===== src/rtl/bus_router.sv =====
// Single-master bus router: decodes the core request onto NDEV slaves, tracks one
// outstanding transaction, and always answers the core (slave data, error or timeout).
module bus_router #(
  parameter int NDEV      = 6,
  parameter int XLEN      = 32,
  parameter int BUS_WIDTH = 32,
  parameter int ACC_W     = 2,
  parameter logic [NDEV*XLEN-1:0] DEV_BASE = {32'h5000_0000, 32'h4000_0000, 32'h3000_0000,
                                               32'h2000_0000, 32'h1000_0000, 32'h0000_0000},
  parameter logic [NDEV*XLEN-1:0] DEV_MASK = {32'hFFFF_FFFC, 32'hFFFF_FFF8, 32'hFF00_0000,
                                               32'hFFF8_0000, 32'hFFFF_F000, 32'hFFFF_F000},
  parameter int TIMEOUT   = 255
) (
  input  logic                      clk,
  input  logic                      rstn,
  input  logic                      bus_req,
  input  logic [XLEN-1:0]           bus_addr,
  input  logic                      bus_w_rb,
  input  logic [ACC_W-1:0]          bus_acc,
  input  logic [BUS_WIDTH-1:0]      bus_wdata,
  output logic [BUS_WIDTH-1:0]      bus_rdata,
  output logic                      bus_resp,
  output logic                      busy,
  output logic                      bus_fault,
  output logic [XLEN-1:0]           bus_fault_addr,
  output logic [2:0]                bus_fault_cause,
  input  logic                      fault_clr,
  output logic [NDEV-1:0]           dev_req,
  output logic [XLEN-1:0]           dev_addr,
  output logic                      dev_w_rb,
  output logic [ACC_W-1:0]          dev_acc,
  output logic [BUS_WIDTH-1:0]      dev_wdata,
  input  logic [NDEV*BUS_WIDTH-1:0] dev_rdata,
  input  logic [NDEV-1:0]           dev_resp,
  input  logic [NDEV-1:0]           dev_fault
);

  localparam int SEL_W = (NDEV > 1) ? $clog2(NDEV) : 1;
  localparam int CNT_W = $clog2(TIMEOUT + 1);

  localparam logic [2:0] CAUSE_DECODE  = 3'd1;
  localparam logic [2:0] CAUSE_ALIGN   = 3'd2;
  localparam logic [2:0] CAUSE_TIMEOUT = 3'd3;
  localparam logic [2:0] CAUSE_DEV     = 3'd4;
  localparam logic [2:0] CAUSE_BUSY    = 3'd5;
  localparam logic [2:0] CAUSE_STRAY   = 3'd6;

  typedef enum logic [1:0] {
    S_IDLE = 2'd0,
    S_WAIT = 2'd1,
    S_ERR  = 2'd2
  } state_e;

  state_e                 state_q, state_d;
  logic [SEL_W-1:0]       sel_q, sel_d;
  logic [CNT_W-1:0]       cnt_q, cnt_d;
  logic [XLEN-1:0]        addr_q, addr_d;
  logic                   fault_q, fault_d;
  logic [XLEN-1:0]        fault_addr_q, fault_addr_d;
  logic [2:0]             fault_cause_q, fault_cause_d;

  logic [NDEV-1:0]        hit_s, dec_oh_s, sel_oh_s;
  logic [SEL_W-1:0]       dec_idx_s;
  logic                   found_s, misalign_s;
  logic [XLEN-1:0]        mask_hit_s;
  logic [BUS_WIDTH-1:0]   rdata_sel_s;
  logic                   resp_sel_s, fault_sel_s;
  logic [CNT_W-1:0]       cnt_inc_s;
  logic                   decode_err_s, align_err_s, timeout_err_s, dev_err_s, busy_err_s, stray_err_s;
  logic                   fault_hit_s;
  logic [2:0]             cause_s;
  logic [XLEN-1:0]        cause_addr_s;

  assign dev_w_rb        = bus_w_rb;
  assign dev_acc         = bus_acc;
  assign dev_wdata       = bus_wdata;
  assign dev_addr        = bus_addr & ~mask_hit_s;
  assign busy            = (state_q != S_IDLE);
  assign bus_fault       = fault_q;
  assign bus_fault_addr  = fault_addr_q;
  assign bus_fault_cause = fault_cause_q;

  // Address decode; the lowest-numbered hitting device wins.
  always_comb begin
    hit_s      = '0;
    dec_oh_s   = '0;
    dec_idx_s  = '0;
    found_s    = 1'b0;
    mask_hit_s = '0;
    for (int i = 0; i < NDEV; i++) begin
      hit_s[i] = ((bus_addr & DEV_MASK[i*XLEN +: XLEN]) == DEV_BASE[i*XLEN +: XLEN]);
      if (hit_s[i] && !found_s) begin
        found_s     = 1'b1;
        dec_idx_s   = SEL_W'(i);
        dec_oh_s[i] = 1'b1;
        mask_hit_s  = DEV_MASK[i*XLEN +: XLEN];
      end else begin
        found_s = found_s;
      end
    end
  end

  // Alignment check; size code 3 is reserved and always rejected.
  always_comb begin
    case (bus_acc)
      ACC_W'(0): misalign_s = 1'b0;
      ACC_W'(1): misalign_s = bus_addr[0];
      ACC_W'(2): misalign_s = (bus_addr[1:0] != 2'b00);
      default:   misalign_s = 1'b1;
    endcase
  end

  // Select the latched device's read data and strobes.
  always_comb begin
    sel_oh_s    = '0;
    rdata_sel_s = '0;
    for (int i = 0; i < NDEV; i++) begin
      if (SEL_W'(i) == sel_q) begin
        sel_oh_s[i] = 1'b1;
        rdata_sel_s = dev_rdata[i*BUS_WIDTH +: BUS_WIDTH];
      end else begin
        sel_oh_s[i] = 1'b0;
      end
    end
    resp_sel_s  = |(dev_resp & sel_oh_s);
    fault_sel_s = |(dev_fault & sel_oh_s);
    cnt_inc_s   = cnt_q + CNT_W'(1);
  end

  // Transaction FSM next state, core/slave strobes and raw fault events.
  always_comb begin
    state_d       = state_q;
    sel_d         = sel_q;
    cnt_d         = cnt_q;
    addr_d        = addr_q;
    dev_req       = '0;
    bus_resp      = 1'b0;
    bus_rdata     = '0;
    decode_err_s  = 1'b0;
    align_err_s   = 1'b0;
    timeout_err_s = 1'b0;
    dev_err_s     = 1'b0;
    busy_err_s    = 1'b0;
    stray_err_s   = 1'b0;
    case (state_q)
      S_IDLE: begin
        stray_err_s = |dev_resp;
        if (bus_req) begin
          if (!found_s) begin
            decode_err_s = 1'b1;
            state_d      = S_ERR;
          end else if (misalign_s) begin
            align_err_s = 1'b1;
            state_d     = S_ERR;
          end else begin
            dev_req = dec_oh_s;
            sel_d   = dec_idx_s;
            cnt_d   = '0;
            addr_d  = bus_addr;
            state_d = S_WAIT;
          end
        end else begin
          state_d = S_IDLE;
        end
      end
      S_WAIT: begin
        cnt_d       = cnt_inc_s;
        bus_rdata   = rdata_sel_s;
        bus_resp    = resp_sel_s;
        dev_err_s   = fault_sel_s;
        busy_err_s  = bus_req;
        stray_err_s = |(dev_resp & ~sel_oh_s);
        // The count includes this cycle, so the abort lands TIMEOUT cycles after the request.
        if (resp_sel_s) begin
          state_d = S_IDLE;
        end else if (cnt_inc_s == CNT_W'(TIMEOUT)) begin
          bus_resp      = 1'b1;
          bus_rdata     = '0;
          timeout_err_s = 1'b1;
          state_d       = S_IDLE;
        end else begin
          state_d = S_WAIT;
        end
      end
      S_ERR: begin
        bus_resp    = 1'b1;
        busy_err_s  = bus_req;
        stray_err_s = |dev_resp;
        state_d     = S_IDLE;
      end
      default: begin
        state_d = S_IDLE;
      end
    endcase
  end

  // Fault prioritisation and sticky capture of the first fault only.
  always_comb begin
    fault_hit_s  = 1'b1;
    cause_s      = 3'd0;
    cause_addr_s = '0;
    if (decode_err_s) begin
      cause_s      = CAUSE_DECODE;
      cause_addr_s = bus_addr;
    end else if (align_err_s) begin
      cause_s      = CAUSE_ALIGN;
      cause_addr_s = bus_addr;
    end else if (timeout_err_s) begin
      cause_s      = CAUSE_TIMEOUT;
      cause_addr_s = addr_q;
    end else if (dev_err_s) begin
      cause_s      = CAUSE_DEV;
      cause_addr_s = addr_q;
    end else if (busy_err_s) begin
      cause_s      = CAUSE_BUSY;
      cause_addr_s = bus_addr;
    end else if (stray_err_s) begin
      cause_s      = CAUSE_STRAY;
      cause_addr_s = bus_addr;
    end else begin
      fault_hit_s = 1'b0;
    end

    fault_d       = fault_q;
    fault_addr_d  = fault_addr_q;
    fault_cause_d = fault_cause_q;
    if (fault_clr) begin
      fault_d       = 1'b0;
      fault_addr_d  = '0;
      fault_cause_d = 3'd0;
    end else begin
      fault_d = fault_q;
    end
    if (fault_hit_s && (!fault_q || fault_clr)) begin
      fault_d       = 1'b1;
      fault_addr_d  = cause_addr_s;
      fault_cause_d = cause_s;
    end else begin
      fault_d = fault_d;
    end
  end

  // State registers with synchronous active-low reset.
  always_ff @(posedge clk) begin
    if (!rstn) begin
      state_q       <= S_IDLE;
      sel_q         <= '0;
      cnt_q         <= '0;
      addr_q        <= '0;
      fault_q       <= 1'b0;
      fault_addr_q  <= '0;
      fault_cause_q <= 3'd0;
    end else begin
      state_q       <= state_d;
      sel_q         <= sel_d;
      cnt_q         <= cnt_d;
      addr_q        <= addr_d;
      fault_q       <= fault_d;
      fault_addr_q  <= fault_addr_d;
      fault_cause_q <= fault_cause_d;
    end
  end

endmodule


===== config.mk =====
export PLATFORM = sky130hd
export DESIGN_NAME = bus_router
export DESIGN_NICKNAME = d
export VERILOG_FILES = /design/src/rtl/bus_router.sv
export SDC_FILE = /design/constraint.sdc
export NUM_CORES = 1
export LEC_CHECK = 0
export BUFFER_PORTS_ARGS = -buffer_cell sky130_fd_sc_hd__buf_4
export CORE_AREA = 4 4 162 164
export CTS_BUF_LIST = sky130_fd_sc_hd__clkbuf_16
export CTS_CLUSTER_SIZE = 20
export DETAILED_ROUTE_END_ITERATION = 8
export DIE_AREA = 0 0 166 168
export GPL_TIMING_DRIVEN = 0
export PLACE_DENSITY = 0.6
export SLEW_MARGIN = 20
export SYNTH_ARGS = -nofsm -noshare
export SYNTH_HDL_FRONTEND = slang
export SYNTH_SLANG_ARGS = --single-unit

===== constraint.sdc =====
create_clock -name clk -period 8.3 [get_ports clk]
set_input_delay 1.66 -clock clk [delete_from_list [all_inputs] [get_ports clk]]
set_output_delay 1.66 -clock clk [all_outputs]
set_load 0.01 [all_outputs]

; ---- Yosys cells after proc, flatten, opt, wreduce, memory -nomap -nowiden
; Cells that the tools add are included.
[word_totals]
reg_bits = 81
input_bits = 275
elab_cells = 153
[classes]
n_reduce_logical = 29
n_mux = 91
bitwise_logic = 7
n_eq_ne = 18
add_sub_neg = 1
[ops]
columns = op, n
row1 = 2-to-1 mux 32 bit, 23
row2 = 2-to-1 mux 1 bit, 41
row3 = 2-to-1 mux 3 bit, 11
row4 = bitwise AND 32 bit, 1
row5 = zero test 32 bit, 1
row6 = NOT 32 bit, 1
row7 = == test 30 x 29 -> 1 bit (second input constant), 1
row8 = == test 29 x 28 -> 1 bit (second input constant), 1
row9 = 2-to-1 mux 6 bit, 4
row10 = 2-to-1 mux 8 bit, 3
row11 = OR reduction 6 bit, 4
row12 = == test 20 x 17 -> 1 bit (second input constant), 1
row13 = bitwise AND 6 bit, 3
row14 = case mux 8 bit (2 select lines), 1
row15 = == test 13 x 11 -> 1 bit (second input constant), 1
row16 = adder 8 x 1 -> 8 bit (second input constant), 1
row17 = == test 8 x 6 -> 1 bit (second input constant), 1
row18 = == test 8 bit (second input constant), 1
row19 = 2-to-1 mux 2 bit, 4
row20 = AND reduction 4 bit, 2
row21 = nonzero test 2 bit, 4
row22 = == test 2 x 3 -> 1 bit (first input constant), 2
row23 = == test 3 bit (first input constant), 2
row24 = logical AND 1 bit, 6
row25 = other kinds (14), 26

; ---- Depth between registers and ports, before layout
[depth]
ltp_word = 24
depth_mapped = 11

; ---- Least setup slack after synthesis
; OpenSTA, ideal clock, no wires.
[synth_path]
kind = input-to-output
start = input bus_addr[19]
end = output dev_req[0]
t_arrival_ns = 3.650
path_buffers = 1
required_ns = 6.640
path_stages = 8
setup_slack_ns = 2.990
path_cell_list = nor3_1 > nand2_1 > nor4_1 > a22oi_1 > nor2_1 > clkbuf_1 > nand2_1 > nor3_1
[synth_via]
elab_chain_len = 20
[synth_rtl]
columns = element, line
row1 = "start, declared", 17  ; input logic [XLEN-1:0] bus_addr,
row2 = zero test 32 bit, 91  ; hit_s[i] = ((bus_addr & DEV_MASK[i*XLEN +: XLEN]) == DEV_BASE[i*XLEN +: XLEN]);
row3 = 2-to-1 mux 1 bit, 92  ; if (hit_s[i] && !found_s) begin
row4 = zero test 1 bit, 92
row5 = logical AND 1 bit, 92
row6 = 2-to-1 mux 1 bit, 92
row7 = zero test 1 bit, 92
row8 = logical AND 1 bit, 92
row9 = 2-to-1 mux 1 bit, 92
row10 = [... 4 more ...], --
row11 = logical AND 1 bit, 92
row12 = 2-to-1 mux 1 bit, 92
row13 = zero test 1 bit, 92
row14 = logical AND 1 bit, 92
row15 = 2-to-1 mux 1 bit, 92
row16 = 2-to-1 mux 6 bit (*), 149  ; if (!found_s) begin
row17 = 2-to-1 mux 6 bit (*), 148  ; if (bus_req) begin
row18 = 2-to-1 mux 6 bit (*), 145  ; case (state_q)
row19 = "end, declared", 28  ; output logic [NDEV-1:0] dev_req,
; Every way passes the cells marked *; elsewhere a longest branch is shown, timed or not.

; ---- Worst setup path in the final report
[layout_path]
start = input bus_addr[12]
end = output dev_req[1]
; The elaborated chain is that of the path after synthesis.

==> flow_metrics.py <==
metrics = {
    "cts": {
        "clk_latency_ps": 340,
        "cts_buffer_depth": 2,
        "cts_resized": 0,
        "postCtsSetupBuffers": 0,
        "cts_tree": "done",
        "cts.sinks": 81,
        "numCtsBuffers": 9,
        "clk_pin_slew_ps": 60,
        "cts.hold.buffers_added": 0,
        "cts_root_buf": "clkbuf_16",
        "htreeDepth": 3,
    },
    "logic_synthesis": {
        "synthesis.nets": 994,
        "syn-instance-count": 713,
        "synth_top_flop_cell": "dfxtp_1",
        "ys_ff_latch": 81,
        "seq_area_frac_synth_pct": 26.4,
        "yosysTopAreaCellShare_pct": 26.4,
        "avgSynthCellArea_um2": 8.62,
        "synth_area_leaders": "dfxtp_1 (26%), mux4_2 (12%), a22oi_1 (7.3%), nand2_1 (6.5%), o22ai_2 (6.1%)",
        "yosys.area.top_type": "dfxtp_1",
        "syn_area_um2": 6140,
        "async_flop_share_pct": 0,
        "ys_warn_count": 0,
        "synth_cell_types": 57,
        "synth_edf_count": 0,
    },
    "drt": {
        "vias_per_cell": 4.92,
        "firstDrtPassIters": 5,
        "detail-route-antenna-nets": 0,
        "drc": 0,
        "wirelength_um": 31300,
        "drt_iter0_markers": 413,
        "vias": 7106,
        "post_drt_wl_per_cell_um": 21.7,
    },
    "sta": {
        "period_share_pct": 79.6,
        "fmax_mhz": 151,
        "period_needed_ps": 6610,
        "fin_skew_ps": 6.18,
        "drv_slew": 0,
        "setup_ws_ps": 1690,
        "hold_viol": 0,
        "setup_viol": 0,
        "setup_tns_ps": 0,
        "grt_setup_unrepaired": "false",
        "tightest_slew_ps": 1070,
        "maxSlewHeadroom_pct": 28.9,
    },
    "grt": {
        "grt_pass1_wl_um": 45100,
        "antenna_found_initial": 4,
        "grt_use_total_pct": 21.0,
        "grt_max_degree": 14,
        "grt_pass1_vias": 7065,
        "gr-total-overflow": 0,
    },
    "worst_setup_path": {
        "startpoint": "bus_addr[12]",
        "worst_setup_path_start_kind": "primary input",
        "cp_slowest_stage_delay_ps": 710,
        "crit_chain": "buf_4 > nor4_1 > nand2_1 > nor4_1 > a22oi_1 > nor2_1 > clkbuf_1 > nand2_1 > nor3_1 > buf_4",
        "critPathKind": "primary input to primary output",
        "cp_slowest_cell": "nor2_1",
        "critPathArrivalTime_ps": 4950,
        "reg2reg_depth": 10,
        "reg2reg_slack_ps": 4510,
        "crit_path_end_kind": "primary output",
        "cp.required_ps": 6640,
        "cp_max_fo": 10,
        "r2r_start": "sel_q[2]",
        "r2r_end": "bus_fault_addr[27]",
    },
    "final_layout": {
        "layout_commonest_cell": "buf_4",
        "final_core_util_pct": 39.1,
        "fin_area_um2": 9720,
        "area_growth_pct": 58.3,
        "post_route_cells_drive_above_1_share_pct": 48.9,
        "final_nets": 1388,
        "final_cell_mix": "buf_4 (420), nand2_1 (107), dfxtp_1 (81), clkbuf_1 (71), a22oi_1 (60)",
        "n_fill_cell": 2577,
    },
    "worst_hold_path": {
        "worstHoldEndpoint": "addr_q[7]",
        "min_path_cells": 2,
        "min_from": "addr_q[7]",
        "hp-class": "flop to flop",
    },
    "place": {
        "post-place-ws_ps": 1720,
        "dp_hpwl_um": 26200,
        "postPlaceCellArea_um2": 9430,
        "io_buffers": 383,
        "gp_congestion": 0.979,
    },
    "pwr": {
        "power.density_nw_per_um2": 114,
        "ir_drop_mv": 0.104,
        "p_leak_nw": 4.08,
        "finalPower_mw": 1.11,
    },
    "die": {
        "ios": 418,
        "std_cell_rows": 58,
        "die_w_um": 166,
        "initial_core_util_pct": 24.7,
        "core-area_um2": 24900,
        "die-area_um2": 27900,
        "die_h_um": 168,
    },
    "flow_run": {
        "maxCapViolations": 0,
    },
    "run_status": {
        "status": "finished, final reports clean",
    },
}
state kept, by name, summed over array words and instances, names as in the netlist:
signal and flops:
bus_fault 1, cnt_q 8, bus_fault_cause 3, bus_fault_addr 32, state_q 2, sel_q 3
addr_q 32
how the worst max path moves through the flow:
| stage | end | slack, ps | cells after the start |
|---|---|---|---|
| finish | dev_req[1] | 1690 | 10 |
| global route | dev_req[0] | 1410 | 10 |
| CTS | dev_req[1] | 1720 | 10 |
| detailed placement | dev_req[1] | 1720 | 10 |
| global placement | dev_req[0] | 1770 | 10 |
| floorplan | dev_req[0] | 2990 | 8 |
where the power goes:
group	internal, mW	total [mW]	switching, mW
clock	0.230	0.390	0.161
sequential	0.404	0.412	0.00837
combinational	0.181	0.308	0.127
kinds of logic after synthesis:
logic type | count (synthesis) | synth area share (%)
AND/OR/NAND/NOR | 235 | 17.8
AO/OA/AOI/OAI | 190 | 25.2
buffers and inverters | 135 | 11.5
flip-flops | 81 | 26.4
multiplexers | 65 | 17.8
adder cells (fa/ha/maj) | 6 | 1.22
XOR/XNOR | 1 | 0.143
layer usage:
metal  track usage [%]  routed length [µm]
met2              36.2               15200
met4              5.88                 648
met5                 0                  27
met3              6.10                2570
met1              25.7               12900
critical path, delay by kind of cell:
family | cells | cell delay (ps)
compound gates | 1 | 300
simple gates | 6 | 2190
buf+inv | 3 | 790
stage by stage:
stage | hold WS (ps) | cells
2_1_floorplan | 443 | 713
3_3_place_gp | 450 | 1426
3_5_place_dp | 456 | 1426
4_1_cts | 464 | 1442
5_1_grt | 484 | 1444
6_report | 461 | 1444
area by class of cell:
| type | count | area (µm²) | area share (%) |
|---|---|---|---|
| Multi-Input combinational cell | 497 | 3820 | 39.2 |
| Antenna cell | 2 | 5.00 | 0.0515 |
| Clock buffer | 9 | 225 | 2.32 |
| Sequential cell | 81 | 1620 | 16.7 |
| Timing Repair Buffer | 383 | 2880 | 29.6 |
| Inverter | 15 | 56.3 | 0.579 |
| Buffer | 120 | 651 | 6.69 |
| Clock inverter | 7 | 61.3 | 0.630 |
| Tap cell | 330 | 413 | 4.25 |
synth_stat cells (14+ instances only):
master,count
a21oi_1,14
nand2_1,107
nor2_1,46
inv_1,15
dfxtp_1,81
mux4_2,32
clkbuf_1,71
a21boi_0,33
buf_4,37
mux2_2,28
o22ai_2,30
a22oi_1,60
(Power assumes the default switching activity.)
